==> config.mk <==
export PLATFORM = sky130hd
export DESIGN_NAME = syscall_input_unit
export DESIGN_NICKNAME = d
export VERILOG_FILES = /design/src/rtl/syscall_input_unit.sv
export SDC_FILE = /design/constraint.sdc
export NUM_CORES = 1
export LEC_CHECK = 0
export ABC_AREA = 1
export CAP_MARGIN = 5
export CORE_UTILIZATION = 55
export CTS_BUF_LIST = sky130_fd_sc_hd__clkbuf_8
export DETAILED_ROUTE_END_ITERATION = 16
export PLACE_DENSITY = 0.77
export SLEW_MARGIN = 15
export SYNTH_ARGS = -nofsm -noshare
export SYNTH_HDL_FRONTEND = slang
export SYNTH_SLANG_ARGS = --single-unit
==> constraint.sdc <==
create_clock -name clk -period 6.4 [get_ports clk]
set_clock_uncertainty 0.05 [all_clocks]
set_input_delay 1.28 -clock clk [delete_from_list [all_inputs] [get_ports clk]]
set_output_delay 1.28 -clock clk [all_outputs]
set_load 0.1 [all_outputs]
==> src/rtl/syscall_input_unit.sv <==
// Console-read syscall service unit: buffers host bytes and services
// read_int (5), read_string (8) and read_char (12) while stalling the CPU.
module syscall_input_unit #(
  parameter int FIFO_DEPTH = 16,
  parameter int MAX_STR    = 256
) (
  input  logic        clk,
  input  logic        reset,
  input  logic        syscall_en,
  input  logic [31:0] v0,
  input  logic [31:0] a0,
  input  logic [31:0] a1,
  input  logic        in_valid,
  input  logic [7:0]  in_data,
  output logic        in_ready,
  output logic        stall,
  output logic        mem_we,
  output logic [31:0] mem_addr,
  output logic [7:0]  mem_wdata,
  output logic        v0_we,
  output logic [31:0] v0_wdata,
  output logic        done
);

  localparam int AW = $clog2(FIFO_DEPTH);
  localparam logic [AW:0]  FIFO_FULL = (AW+1)'(FIFO_DEPTH);
  localparam logic [31:0]  STR_LIMIT = 32'(MAX_STR - 1);

  typedef enum logic [2:0] {
    S_IDLE     = 3'd0,
    S_STR      = 3'd1,
    S_STR_TERM = 3'd2,
    S_INT      = 3'd3,
    S_CHAR     = 3'd4,
    S_FINISH   = 3'd5
  } state_e;

  function automatic logic is_digit(input logic [7:0] b);
    return (b >= 8'h30) && (b <= 8'h39);
  endfunction

  function automatic logic is_blank(input logic [7:0] b);
    return (b == 8'h20) || (b == 8'h09);
  endfunction

  function automatic logic is_svc_code(input logic [31:0] code);
    return (code == 32'd5) || (code == 32'd8) || (code == 32'd12);
  endfunction

  // ---------------- host byte FIFO ----------------
  logic [7:0]    fifo_q [FIFO_DEPTH];
  logic [AW-1:0] wr_ptr_q, wr_ptr_d;
  logic [AW-1:0] rd_ptr_q, rd_ptr_d;
  logic [AW:0]   count_q, count_d;
  logic          in_ready_q, in_ready_d;
  logic          push_s, pop_s, empty_s;
  logic [7:0]    head_s;

  assign push_s  = in_valid && in_ready_q;
  assign empty_s = (count_q == '0);
  assign head_s  = fifo_q[rd_ptr_q];

  // FIFO pointer and occupancy next-state
  always_comb begin
    wr_ptr_d = wr_ptr_q;
    rd_ptr_d = rd_ptr_q;
    count_d  = count_q;
    if (push_s) begin
      wr_ptr_d = wr_ptr_q + AW'(1);
    end else begin
      wr_ptr_d = wr_ptr_q;
    end
    if (pop_s) begin
      rd_ptr_d = rd_ptr_q + AW'(1);
    end else begin
      rd_ptr_d = rd_ptr_q;
    end
    case ({push_s, pop_s})
      2'b10:   count_d = count_q + (AW+1)'(1);
      2'b01:   count_d = count_q - (AW+1)'(1);
      default: count_d = count_q;
    endcase
    in_ready_d = (count_d != FIFO_FULL);
  end

  // FIFO control registers
  always_ff @(posedge clk) begin
    if (reset) begin
      wr_ptr_q   <= '0;
      rd_ptr_q   <= '0;
      count_q    <= '0;
      in_ready_q <= 1'b1;
    end else begin
      wr_ptr_q   <= wr_ptr_d;
      rd_ptr_q   <= rd_ptr_d;
      count_q    <= count_d;
      in_ready_q <= in_ready_d;
    end
  end

  // FIFO storage; contents are meaningless while count is zero
  always_ff @(posedge clk) begin
    if (push_s) begin
      fifo_q[wr_ptr_q] <= in_data;
    end
  end

  assign in_ready = in_ready_q;

  // ---------------- syscall FSM ----------------
  state_e      state_q, state_d;
  logic [31:0] ptr_q, ptr_d;
  logic [31:0] rem_q, rem_d;
  logic [31:0] cnt_q, cnt_d;
  logic [31:0] acc_q, acc_d;
  logic        neg_q, neg_d;
  logic        seen_q, seen_d;
  logic        mem_we_q, mem_we_d;
  logic [31:0] mem_addr_q, mem_addr_d;
  logic [7:0]  mem_wdata_q, mem_wdata_d;
  logic        v0_we_q, v0_we_d;
  logic [31:0] v0_wdata_q, v0_wdata_d;
  logic        done_q, done_d;
  logic        stall_s;

  // Next-state, datapath and registered-output selection
  always_comb begin
    state_d     = state_q;
    ptr_d       = ptr_q;
    rem_d       = rem_q;
    cnt_d       = cnt_q;
    acc_d       = acc_q;
    neg_d       = neg_q;
    seen_d      = seen_q;
    pop_s       = 1'b0;
    mem_we_d    = 1'b0;
    mem_addr_d  = 32'd0;
    mem_wdata_d = 8'd0;
    v0_we_d     = 1'b0;
    v0_wdata_d  = 32'd0;
    stall_s     = 1'b1;
    case (state_q)
      S_IDLE: begin
        stall_s = syscall_en && is_svc_code(v0);
        if (syscall_en) begin
          case (v0)
            32'd8: begin
              ptr_d = a0;
              rem_d = a1 - 32'd1;
              cnt_d = 32'd0;
              if (a1[31] || (a1 == 32'd0)) begin
                state_d = S_FINISH;
              end else if (a1 == 32'd1) begin
                state_d = S_STR_TERM;
              end else begin
                state_d = S_STR;
              end
            end
            32'd5: begin
              acc_d   = 32'd0;
              neg_d   = 1'b0;
              seen_d  = 1'b0;
              state_d = S_INT;
            end
            32'd12:  state_d = S_CHAR;
            default: state_d = S_IDLE;
          endcase
        end else begin
          state_d = S_IDLE;
        end
      end
      S_STR: begin
        if (!empty_s) begin
          pop_s       = 1'b1;
          mem_we_d    = 1'b1;
          mem_addr_d  = ptr_q;
          mem_wdata_d = head_s;
          ptr_d       = ptr_q + 32'd1;
          rem_d       = rem_q - 32'd1;
          cnt_d       = cnt_q + 32'd1;
          // rem_q==1 means this byte exhausts the caller's room before the terminator
          if ((head_s == 8'h0A) || (rem_q == 32'd1) || ((cnt_q + 32'd1) == STR_LIMIT)) begin
            state_d = S_STR_TERM;
          end else begin
            state_d = S_STR;
          end
        end else begin
          state_d = S_STR;
        end
      end
      S_STR_TERM: begin
        mem_we_d    = 1'b1;
        mem_addr_d  = ptr_q;
        mem_wdata_d = 8'h00;
        state_d     = S_FINISH;
      end
      S_INT: begin
        if (!empty_s) begin
          pop_s = 1'b1;
          if (is_blank(head_s) && !seen_q) begin
            state_d = S_INT;
          end else if ((head_s == 8'h2D) && !seen_q) begin
            neg_d   = 1'b1;
            seen_d  = 1'b1;
            state_d = S_INT;
          end else if (is_digit(head_s)) begin
            acc_d   = (acc_q * 32'd10) + {28'd0, head_s[3:0]};
            seen_d  = 1'b1;
            state_d = S_INT;
          end else begin
            v0_we_d    = 1'b1;
            v0_wdata_d = neg_q ? (32'd0 - acc_q) : acc_q;
            state_d    = S_FINISH;
          end
        end else begin
          state_d = S_INT;
        end
      end
      S_CHAR: begin
        if (!empty_s) begin
          pop_s      = 1'b1;
          v0_we_d    = 1'b1;
          v0_wdata_d = {24'd0, head_s};
          state_d    = S_FINISH;
        end else begin
          state_d = S_CHAR;
        end
      end
      S_FINISH: begin
        // PC advances here, so a syscall_en seen now belongs to no pending request
        stall_s = 1'b0;
        state_d = S_IDLE;
      end
      default: begin
        stall_s = 1'b0;
        state_d = S_IDLE;
      end
    endcase
    done_d = (state_d == S_FINISH);
  end

  // FSM state, datapath and output registers
  always_ff @(posedge clk) begin
    if (reset) begin
      state_q     <= S_IDLE;
      ptr_q       <= 32'd0;
      rem_q       <= 32'd0;
      cnt_q       <= 32'd0;
      acc_q       <= 32'd0;
      neg_q       <= 1'b0;
      seen_q      <= 1'b0;
      mem_we_q    <= 1'b0;
      mem_addr_q  <= 32'd0;
      mem_wdata_q <= 8'd0;
      v0_we_q     <= 1'b0;
      v0_wdata_q  <= 32'd0;
      done_q      <= 1'b0;
    end else begin
      state_q     <= state_d;
      ptr_q       <= ptr_d;
      rem_q       <= rem_d;
      cnt_q       <= cnt_d;
      acc_q       <= acc_d;
      neg_q       <= neg_d;
      seen_q      <= seen_d;
      mem_we_q    <= mem_we_d;
      mem_addr_q  <= mem_addr_d;
      mem_wdata_q <= mem_wdata_d;
      v0_we_q     <= v0_we_d;
      v0_wdata_q  <= v0_wdata_d;
      done_q      <= done_d;
    end
  end

  assign stall     = stall_s;
  assign mem_we    = mem_we_q;
  assign mem_addr  = mem_addr_q;
  assign mem_wdata = mem_wdata_q;
  assign v0_we     = v0_we_q;
  assign v0_wdata  = v0_wdata_q;
  assign done      = done_q;

endmodule

# ---- Word-level counts from Yosys, hierarchy flattened
# Memory sizes are Yosys's and may differ from the RTL's. A register that Yosys moved wholly into a read port is not among the register bits.
# Index checks and enable logic that the tools add are counted.
dict set report totals {
  register_bits 222
  ramBits 128
  n_memories 1
  output_inout_bits 77
  wordCells 149
}
dict set report op_classes {
  n_mul 1
  bitwise_logic 1
  add_sub_neg 10
  eq_ne 28
  n_mux 65
  n_reduce_logical 24
  magnitude_cmp 2
}
# name depth width rd rd_clocked_by_memory_dff write_ports line_no
set memory_table {}
lappend memory_table {fifo_q 16 8 1 1 1 51} ;# logic [7:0] fifo_q [FIFO_DEPTH];
# cell count
set op_table {}
lappend op_table {{two-way mux 32 bit} 21}
lappend op_table {{case mux 32 bit (2 select lines)} 6}
lappend op_table {{adder 32 x 1 -> 32 bit (second input constant)} 2}
lappend op_table {{equality test 32 x 1 -> 1 bit (second input constant)} 2}
lappend op_table {{equality test 32 x 4 -> 1 bit (second input constant)} 2}
lappend op_table {{subtractor 32 x 1 -> 32 bit (second input constant)} 2}
lappend op_table {{adder 32 x 4 -> 32 bit} 1}
lappend op_table {{equality test 32 x 3 -> 1 bit (second input constant)} 1}
lappend op_table {{equality test 32 x 8 -> 1 bit (second input constant)} 1}
lappend op_table {{logical NOT 32 bit} 1}
lappend op_table {{multiplier 32 x 3 -> 31 bit (second input constant)} 1}
lappend op_table {{subtractor 1 x 32 -> 32 bit (first input constant)} 1}
lappend op_table {{two-way mux 3 bit} 7}
lappend op_table {{two-way mux 1 bit} 18}
lappend op_table {{inequality test 2 bit (second input constant)} 9}
lappend op_table {{equality test 8 x 4 -> 1 bit (second input constant)} 2}
lappend op_table {{equality test 8 x 6 -> 1 bit (second input constant)} 2}
lappend op_table {{case mux 3 bit (5 select lines)} 1}
lappend op_table {{AND reduction 6 bit} 2}
lappend op_table {{case mux 1 bit (2 select lines)} 5}
lappend op_table {{case mux 5 bit (2 select lines)} 1}
lappend op_table {{case mux 3 bit (3 select lines)} 1}
lappend op_table {{adder 4 x 1 -> 4 bit (second input constant)} 2}
lappend op_table {{greater-or-equal comparator 8 x 6 -> 1 bit (second input constant)} 1}
lappend op_table {{other kinds (24)} 39}

# ---- Longest topological paths before layout
# Gate-level depths: netlist of run 1.
dict set report depth {
  ltp_word 8
  depth_mapped 23
  ltp_nobuf 22
}

# ---- Least setup slack after synthesis of run 1
# No wires, ideal clock.
dict set report synth_path {
  path_kind {input to output}
  from {input port v0[31]}
  to {output port stall}
  path_buffers 0
  path_slack_ns 1.793
  arrival_time_ns 3.277
  stages 7
  cell_sequence {nor2_1 > nand2_1 > nor2_1 > nand2_1 > inv_1 > nand4_1 > o221ai_1}
}
dict set report synth_between {
  elab_chain_cells 5
}
# element line_no
set synth_lines {}
lappend synth_lines {{start: declaration} 10} ;# input logic [31:0] v0,
lappend synth_lines {{equality test 32 x 3 -> 1 bit or equality test 32 x 4 -> 1 bit (tied branches)} 47} ;# return (code == 32'd5) || (code == 32'd8) || (code == 32'd12);
lappend synth_lines {{logical OR 1 bit} 47}
lappend synth_lines {{logical OR 1 bit *} 47}
lappend synth_lines {{logical AND 1 bit *} 144} ;# stall_s = syscall_en && is_svc_code(v0);
lappend synth_lines {{case mux 1 bit (2 select lines) *} 142} ;# case (state_q)
lappend synth_lines {{end: declaration} 16} ;# output logic stall,
# Every way passes the cells marked *; elsewhere a longest branch is shown, timed or not.

# ---- Worst setup path after layout of run 1
dict set report layout_path {
  from {input port v0[9]}
  to {output port stall}
}
# Same word-level chain as after synthesis.

==> results of run 1 <==
==> power by group through the flow <==
stage	clock network, W	registers (W)	logic, W
after floorplan	0	0.00240	0.0000832
after global placement	0	0.00240	0.000193
after detailed placement	0	0.00240	0.000198
after CTS	0.00230	0.00235	0.000199
after global routing	0.00240	0.00235	0.000219
final	0.00227	0.00235	0.000200
==> flip-flops by register name, indices dropped and copies added (netlist names), named ones only <==
name,cells
wr_ptr_q,4
ptr_q,32
mem_wdata,8
v0_wdata,32
state_q,3
seen_q,1
count_q,5
done,1
v0_we,1
fifo_q,128
neg_q,1
in_ready,1
mem_addr,32
cnt_q,32
mem_we,1
rem_q,32
acc_q,32
rd_ptr_q,4
==> logic make-up (layout without fill, tap and decap cells) <==
family,after synthesis,count (layout),share of synthesized area
xor+xnor,121,121,0.0510
flops,354,354,0.403
fa+ha+maj,79,79,0.0487
other cells,0,2,0
compound gates,418,418,0.112
buf+inv,443,657,0.0858
simple gates,1455,1455,0.300
==> cell usage in the layout (no fill, tap or decap), types with 4 or more instances in the layout <==
cell type                         count
sky130_fd_sc_hd__a211oi_1             9
sky130_fd_sc_hd__o31ai_1              5
sky130_fd_sc_hd__clkdlybuf4s50_1    182
sky130_fd_sc_hd__xor2_1              84
sky130_fd_sc_hd__bufinv_16            5
sky130_fd_sc_hd__nand3b_1             8
sky130_fd_sc_hd__o21ai_0            101
sky130_fd_sc_hd__edfxtp_1           128
sky130_fd_sc_hd__clkbuf_8            78
sky130_fd_sc_hd__nor2_4               4
sky130_fd_sc_hd__nor4_1              20
sky130_fd_sc_hd__or2_2               12
sky130_fd_sc_hd__xnor2_1             37
sky130_fd_sc_hd__nand4_1             50
sky130_fd_sc_hd__nand3_1            180
sky130_fd_sc_hd__o21bai_1             5
sky130_fd_sc_hd__o211ai_1            42
sky130_fd_sc_hd__nor2_2              12
sky130_fd_sc_hd__inv_1              359
sky130_fd_sc_hd__and2_1               6
sky130_fd_sc_hd__nor3_2               5
sky130_fd_sc_hd__a31oi_1             15
sky130_fd_sc_hd__nand3_2             13
sky130_fd_sc_hd__a21oi_1            202
sky130_fd_sc_hd__clkinv_2             9
sky130_fd_sc_hd__dfxtp_1            224
sky130_fd_sc_hd__nor3_1              55
sky130_fd_sc_hd__nand2_1            688
sky130_fd_sc_hd__inv_2                6
sky130_fd_sc_hd__nand2_2              5
sky130_fd_sc_hd__o21ai_1             21
sky130_fd_sc_hd__ha_1                76
sky130_fd_sc_hd__buf_4               13
sky130_fd_sc_hd__nor2_1             387
==> metal layers <==
layer / GRT usage / wire [um]
met4: 0.117 / 1950
met1: 0.388 / 24600
met3: 0.0472 / 4290
met5: 0 / 12
met2: 0.485 / 26000
==> cell type report <==
| type | instances | area (um2) |
|---|---|---|
| fill | 3152 | 12600 |
| multi-input combinational | 2073 | 10600 |
| sequential | 354 | 8370 |
| timing repair buffer | 195 | 1920 |
| inverter | 350 | 1310 |
| clock buffer | 78 | 1070 |
| tap | 504 | 631 |
| clock inverter | 34 | 308 |
| antenna | 2 | 5.00 |
==> path summary, 6_finish.rpt <==
check,from,end,slack [ps],cells past startpoint
max,v0[9],stall,1820,7
max reg2reg,flip-flop,acc_q[31]$_SDFFE_PP0P_,2030,20
min,ptr_q[28]$_SDFFE_PP0P_,ptr_q[28]$_SDFFE_PP0P_,430,2
min reg2reg,ptr_q[28]$_SDFFE_PP0P_,ptr_q[28]$_SDFFE_PP0P_,430,2
==> stage by stage <==
step                hold slack, ps  cell area (um2)  utilization  total power (W)
floorplan                      388            20800            -          0.00248
global placement               399            22900        0.620          0.00259
detailed placement             413            22900        0.620          0.00260
CTS                            409            24300        0.658          0.00485
global route                   444            24300        0.658          0.00497
finish                         425            24300        0.658          0.00482
==> critical path, cell delays in order <==
cell                              delay [ps]
sky130_fd_sc_hd__clkdlybuf4s50_1         400
sky130_fd_sc_hd__nor2_1                  110
sky130_fd_sc_hd__nand4_1                 280
sky130_fd_sc_hd__nor3_1                  410
sky130_fd_sc_hd__nand3_1                 190
sky130_fd_sc_hd__o221ai_1                200
sky130_fd_sc_hd__buf_4                   370
==> run summary, run 1 <==
The run finished with clean final reports. The share of the synthesized area in the top cell type came out at 0.218. The count of nets left with antenna violations after detail routing is 0. The number of cells upsized or downsized after cts is 0. The minimum clock period is 4580 ps. The post-synthesis instance area is 20800 um2.

The minimum setup slack in the final design is 1820 ps. The remaining routing DRC violations came out at 0. The final setup TNS came out at 0 ps. Entering global routing, the biggest net connects 91 pins. Clock tree synthesis inserted a total of 59 buffers. The global-route congestion overflow total came out at 0. The synthesized netlist net count is 3057. Cell internal power was estimated by the tool at 0.00373 W.

The CTS tree is built. Among all flip-flop cells after synthesis, the most frequent one is sky130_fd_sc_hd__dfxtp_1. The number of cells in the finished layout apart from fillers is 3590.

The pre-CTS worst setup slack is 1570 ps. The width of the die is 196 um. The clock group share of total power came out at 0.471. The critical path is of the in -> out type. After floorplanning, the core was sized to cover 36900 um2. The final-report setup violation count came out at 0. The cts-stage hold buffer count is 0. The number of instances in the synthesized netlist came out at 2870. The vias after detailed routing is 19600. The via density per instance is 5.47.

The tightest min-delay check is of the reg -> reg type. The initial core utilization is 0.563. The synthesis-stage register bit count came out at 354. The worst path required time came out at 5070 ps. The number of distinct library cell variants in the gate-level netlist after synthesis is 54.

Yosys mapped a number of flops with a built-in enable equal to 128. The via count of the first global-routing pass came out at 18600. Of the available clock period, the critical path in the final layout requires 0.716. The first TritonRoute pass finished after 6 iterations. Setup repair after global routing left no endpoint under its margin. The number of cells after detailed placement is 3476. The maximum frequency from static timing analysis is 218 MHz. The share of the yosys chip area belonging to registers came out at 0.403. The initial antenna violation count came out at 4. In this run the static leakage power is 10.0 nW. The worst setup path is captured at an output port. The half-perimeter wire length after detailed placement is 41.4 mm. The total net switching power is 0.00109 W.

The floorplan step set the die height to 196 um. The global placement routability congestion came out at 0.919. In the global route stage, overall resource usage came out at 0.295. The part of the power in registers came out at 0.487.

The clock slew at the register clock pins of the worst setup and hold paths is 60 ps. The buffer depth of the longest clock path is 3. The total detailed-routing wirelength came out at 56.8 mm.

The total number of nets in the final design is 3220. The mean area per synthesized cell came out at 7.24 um2. The count of max-cap constraint violations came out at 0.

The nature of the critical path startpoint is a primary input. The most frequent cell after synthesis is sky130_fd_sc_hd__nand2_1. The number of ports placed on the die boundary came out at 185.

Sorting the synthesized cells by area gives the leading types as sky130_fd_sc_hd__dfxtp_1 (22%), sky130_fd_sc_hd__edfxtp_1 (19%), sky130_fd_sc_hd__nand2_1 (12%). The post-CTS setup-driven buffer insertion count is 0. The largest area contributor in the netlist is sky130_fd_sc_hd__dfxtp_1. CTS saw 354 sinks.

The violation count after the first detailed-route iteration came out at 1526. The Yosys step of the flow raised 0 warnings. The portion of total power attributed to combinational logic is 0.041. At the pin with the least slew margin, the transition time is 1110 ps. The ratio of cells with drive above 1 in the final layout came out at 0.0571. The count of input and output buffers is 184. The maximum ir drop on the vdd rail is 0.195 mV.

The clock reaches the later pin of the worst-skew pair after 690 ps. In this run the worst path has a maximum fanout of 3. The clock tree synthesis step divided the H-tree into 2 levels. The share of flip-flops with an asynchronous set or reset after synthesis came out at 0. The root buffer cell chosen for the clock tree is sky130_fd_sc_hd__clkbuf_8. The count of final max-slew check failures is 0.

The fraction of power spent switching nets is 0.226. Power spread over the standard cell area amounts to 199 nW/um2. The first-pass GRT wire length came out at 91.7 mm. The number of rows in the core area is 70. The growth of design area from synthesis to finish came out at 16.8%.

The data arrival time of the critical path came out at 3250 ps. The worst pin sits at a relative slew slack of 0.257. In the synthesized netlist, the cells that appear most often are sky130_fd_sc_hd__nand2_1 (689), sky130_fd_sc_hd__nor2_1 (388), sky130_fd_sc_hd__inv_1 (344), sky130_fd_sc_hd__dfxtp_1 (226), sky130_fd_sc_hd__a21oi_1 (202). The area of the die came out at 38500 um2.

The detail-routed net length per standard cell came out at 15.8 um. The hold violation count in the final report was 0.
(Power assumes the default switching activity.)
==> run 2, diff against run 1 <==
PLACE_DENSITY = 0.8   (was 0.77)
clock period = 3.78 ns   (was 6.4 ns; I/O delays follow)
==> run 2 against run 1 <==
Net effect:
- die area is the same
- clock power grew 57%
- wire length grew 2.1%
- worst setup slack lost 1600 ps
- cell area grew 0.74%
- flip-flop and latch count is the same
- global-route usage grew 0.59 points
- combinational power grew 76%
- first-iteration DRC count grew 2.4%
- register-to-register slack lost 1800 ps
- critical endpoint is now acc_q[22]$_SDFFE_PP0P_
- largest cell class unchanged
==> run summary, run 2 (synthesis gave the netlist of run 1 again) <==
Counting instances, the worst hold path has a depth of 2. Of the cells placed in the final design, the portion with a size suffix greater than 1 is 0.0669. The depth of the most critical reg-to-reg path came out at 15. Measured against its own limit, the worst slew margin works out to 0.275. Of the total power, the share spent switching nets is 0.229. The number of rows in the core area came out at 70. In this run the power density over the cells is 323 nW/um2. During I/O placement, the number of pins put on the boundary was 185.

The flow ran to the end, and the final reports show no timing, DRC or antenna violations. The count of nets left with antenna violations after detail routing came out at 0. In this run the critical register-to-register path is launched from acc_q[3]$_SDFFE_PP0P_.

The buffer depth of the longest clock path came out at 3. The global placement routability congestion came out at 0.954. After the first detailed-routing iteration, the DRC count stood at 1563. The pre-antenna-repair detailed-routing pass consisted of 6 iterations.

Of the total power, registers draw 0.504. The register with the highest flop count is fifo_q. Across the VDD grid, the largest voltage drop is 0.243 mV. The cts-stage hold buffer count came out at 0. The worst hold slack came out at 387 ps. The clock tree synthesis step divided the H-tree into 2 levels. The count of input and output buffers is 184. The clock root buffer is sky130_fd_sc_hd__clkbuf_8.

The final-report setup violation count is 0. For hold timing, the worst endpoint is state_q[0]$_SDFF_PP0_. The total net switching power is 0.00181 W. The top cell types in the final layout, fill and taps aside, are sky130_fd_sc_hd__nand2_1 (687), sky130_fd_sc_hd__nor2_1 (383), sky130_fd_sc_hd__inv_1 (363), sky130_fd_sc_hd__dfxtp_1 (223), sky130_fd_sc_hd__a21oi_1 (202).

Setup repair after global routing could not meet its margin everywhere. The count of final max-slew check failures came out at 0. The minimum clock period came out at 3550 ps. STA classifies the critical path endpoint as a flip-flop. From bottom edge to top edge, the die measures 196 um.

In this run the critical register-to-register path is captured at acc_q[22]$_SDFFE_PP0P_. The core area came out at 36900 um2. The data arrival time of the critical path is 4020 ps.

The startpoint identified for the worst hold timing path is reset. The clock latency reported for the late side of the worst-skew pair came out at 670 ps. The clock net sink count came out at 354. The total detailed-routing wirelength came out at 58.0 mm.

The detail-routed net length per standard cell came out at 16.0 um. Registers take 8380 um2. For this run the aggregate overflow at the end of global routing stands at 0. The routed layout has 19700 vias. The number of cells after detailed placement came out at 3498. The via count of the first global-routing pass came out at 19000. Measured along the x axis, the die boundary spans 196 um. The classification of the worst setup path is reg -> reg.

The maximum number of pins on one net before global-route repair is 69. The initial core utilization is 0.563. For the pin with the worst max-slew slack, the measured transition is 1080 ps.

For the worst setup path, the data required time is 4240 ps. The clock group share of total power is 0.452. Timing would allow up to 281 MHz. The portion of the clock cycle consumed by the worst path in the final layout came out at 0.940. The die covers 38500 um2.

The combined global-route utilization of all metal layers came out at 0.301. The reg-to-reg setup timing slack came out at 230 ps. STA classifies the critical path startpoint as a flip-flop. TritonCTS built the clock tree.

Using the TritonRoute via totals, the vias-per-cell ratio works out to 5.45. Clock-pin slew was measured on the worst setup and hold paths at 70 ps. After detailed routing, the number of remaining DRC violations is 0.

The final-layout fill cell count is 3138. The hold violation count in the final report came out at 0. Detailed placement finished with a half-perimeter wire length of 42.3 mm. The leakage power came out at 10.2 nW. The total number of nets in the final design came out at 3248. The first-pass GRT wire length came out at 93.4 mm. The initial antenna violation count is 3. The combined area of the multi-input logic cells is 10700 um2. The register with the most flip-flops in the layout has 128 of them. The portion of total power attributed to combinational logic came out at 0.045.

The design internal power came out at 0.00609 W. The path category of the worst min-delay check is in -> reg. The maximum fanout along the worst path is 5. The growth of design area from synthesis to finish came out at 17.7%.

For this run, the number of standard cells in the final layout without fillers is 3618. The count of max-cap constraint violations came out at 0. Leaving out fill and tap cells, the most frequent cell in the layout is sky130_fd_sc_hd__nand2_1. In this run, CTS created clock tree buffers numbering 58.
-- run 2: timing repair --
action	4_1_cts	5_1_grt
gates resized for setup	0	10
buffers inserted	0	7
endpoints found under the setup margin	0	39
-- run 2: worst max-delay path by stage --
stage,start,to,cells after the start
2_1_floorplan,v0[31],stall,7
3_5_place_dp,flip-flop,acc_q[31]$_SDFFE_PP0P_,20
4_1_cts,flip-flop,acc_q[31]$_SDFFE_PP0P_,20
5_1_grt,flip-flop,acc_q[22]$_SDFFE_PP0P_,17
6_report,acc_q[3]$_SDFFE_PP0P_,acc_q[22]$_SDFFE_PP0P_,15
3_3_place_gp,flip-flop,acc_q[31]$_SDFFE_PP0P_,20
-- run 2: power by group through the flow --
stage	sequential [W]	combinational, W	clock (W)
4_1_cts	0.00398	0.000347	0.00361
3_5_place_dp	0.00406	0.000345	0
6_report	0.00398	0.000352	0.00357
3_3_place_gp	0.00406	0.000334	0
2_1_floorplan	0.00406	0.000141	0
5_1_grt	0.00398	0.000380	0.00378
-- run 2: metrics by stage --
| stage | TNS [ps] | total power, W | utilization | instance area [um2] | setup slack (ps) |
|---|---|---|---|---|---|
| 3_5_place_dp | 0 | 0.00440 | 0.626 | 23100 | 195 |
| 4_1_cts | 0 | 0.00793 | 0.660 | 24300 | 110 |
| 6_report | 0 | 0.00790 | 0.663 | 24400 | 228 |
| 2_1_floorplan | 0 | 0.00420 | - | 20800 | 221 |
| 5_1_grt | -39.5 | 0.00813 | 0.663 | 24400 | -18.4 |
| 3_3_place_gp | 0 | 0.00439 | 0.626 | 23100 | 287 |
-- run 2: area by class of cell --
| type | instances | area share |
|---|---|---|
| multi-input cells | 2073 | 0.436 |
| flip-flops and latches | 354 | 0.343 |
| repair buffers | 224 | 0.0895 |
| inverters | 350 | 0.0537 |
| clock buffers | 74 | 0.0417 |
| well taps | 504 | 0.0258 |
| clock inverters | 36 | 0.00988 |
| diodes | 3 | 0.000307 |
-- run 2: critical path, stage by stage (launching register included) --
cell,delay [ps]
sky130_fd_sc_hd__dfxtp_1,470
sky130_fd_sc_hd__ha_1,290
sky130_fd_sc_hd__ha_1,250
sky130_fd_sc_hd__fa_1,600
sky130_fd_sc_hd__nand4_1,140
sky130_fd_sc_hd__o21ai_0,280
sky130_fd_sc_hd__nand3_1,180
sky130_fd_sc_hd__nor2_2,210
sky130_fd_sc_hd__nand2_1,120
sky130_fd_sc_hd__nor2_1,120
sky130_fd_sc_hd__nand2_1,130
sky130_fd_sc_hd__nor2_4,170
sky130_fd_sc_hd__xor2_1,210
sky130_fd_sc_hd__nor2_1,60
sky130_fd_sc_hd__nor2_1,80
sky130_fd_sc_hd__nor2_1,40
-- run 2: metal layers --
layer / GRT usage / vias up / share of wire
met2: 0.485 / 798 / 0.46
li1: - / 9792 / -
met1: 0.401 / 8996 / 0.43
met5: 0 / - / 0.00022
met4: 0.120 / 2 / 0.033
met3: 0.0536 / 122 / 0.081
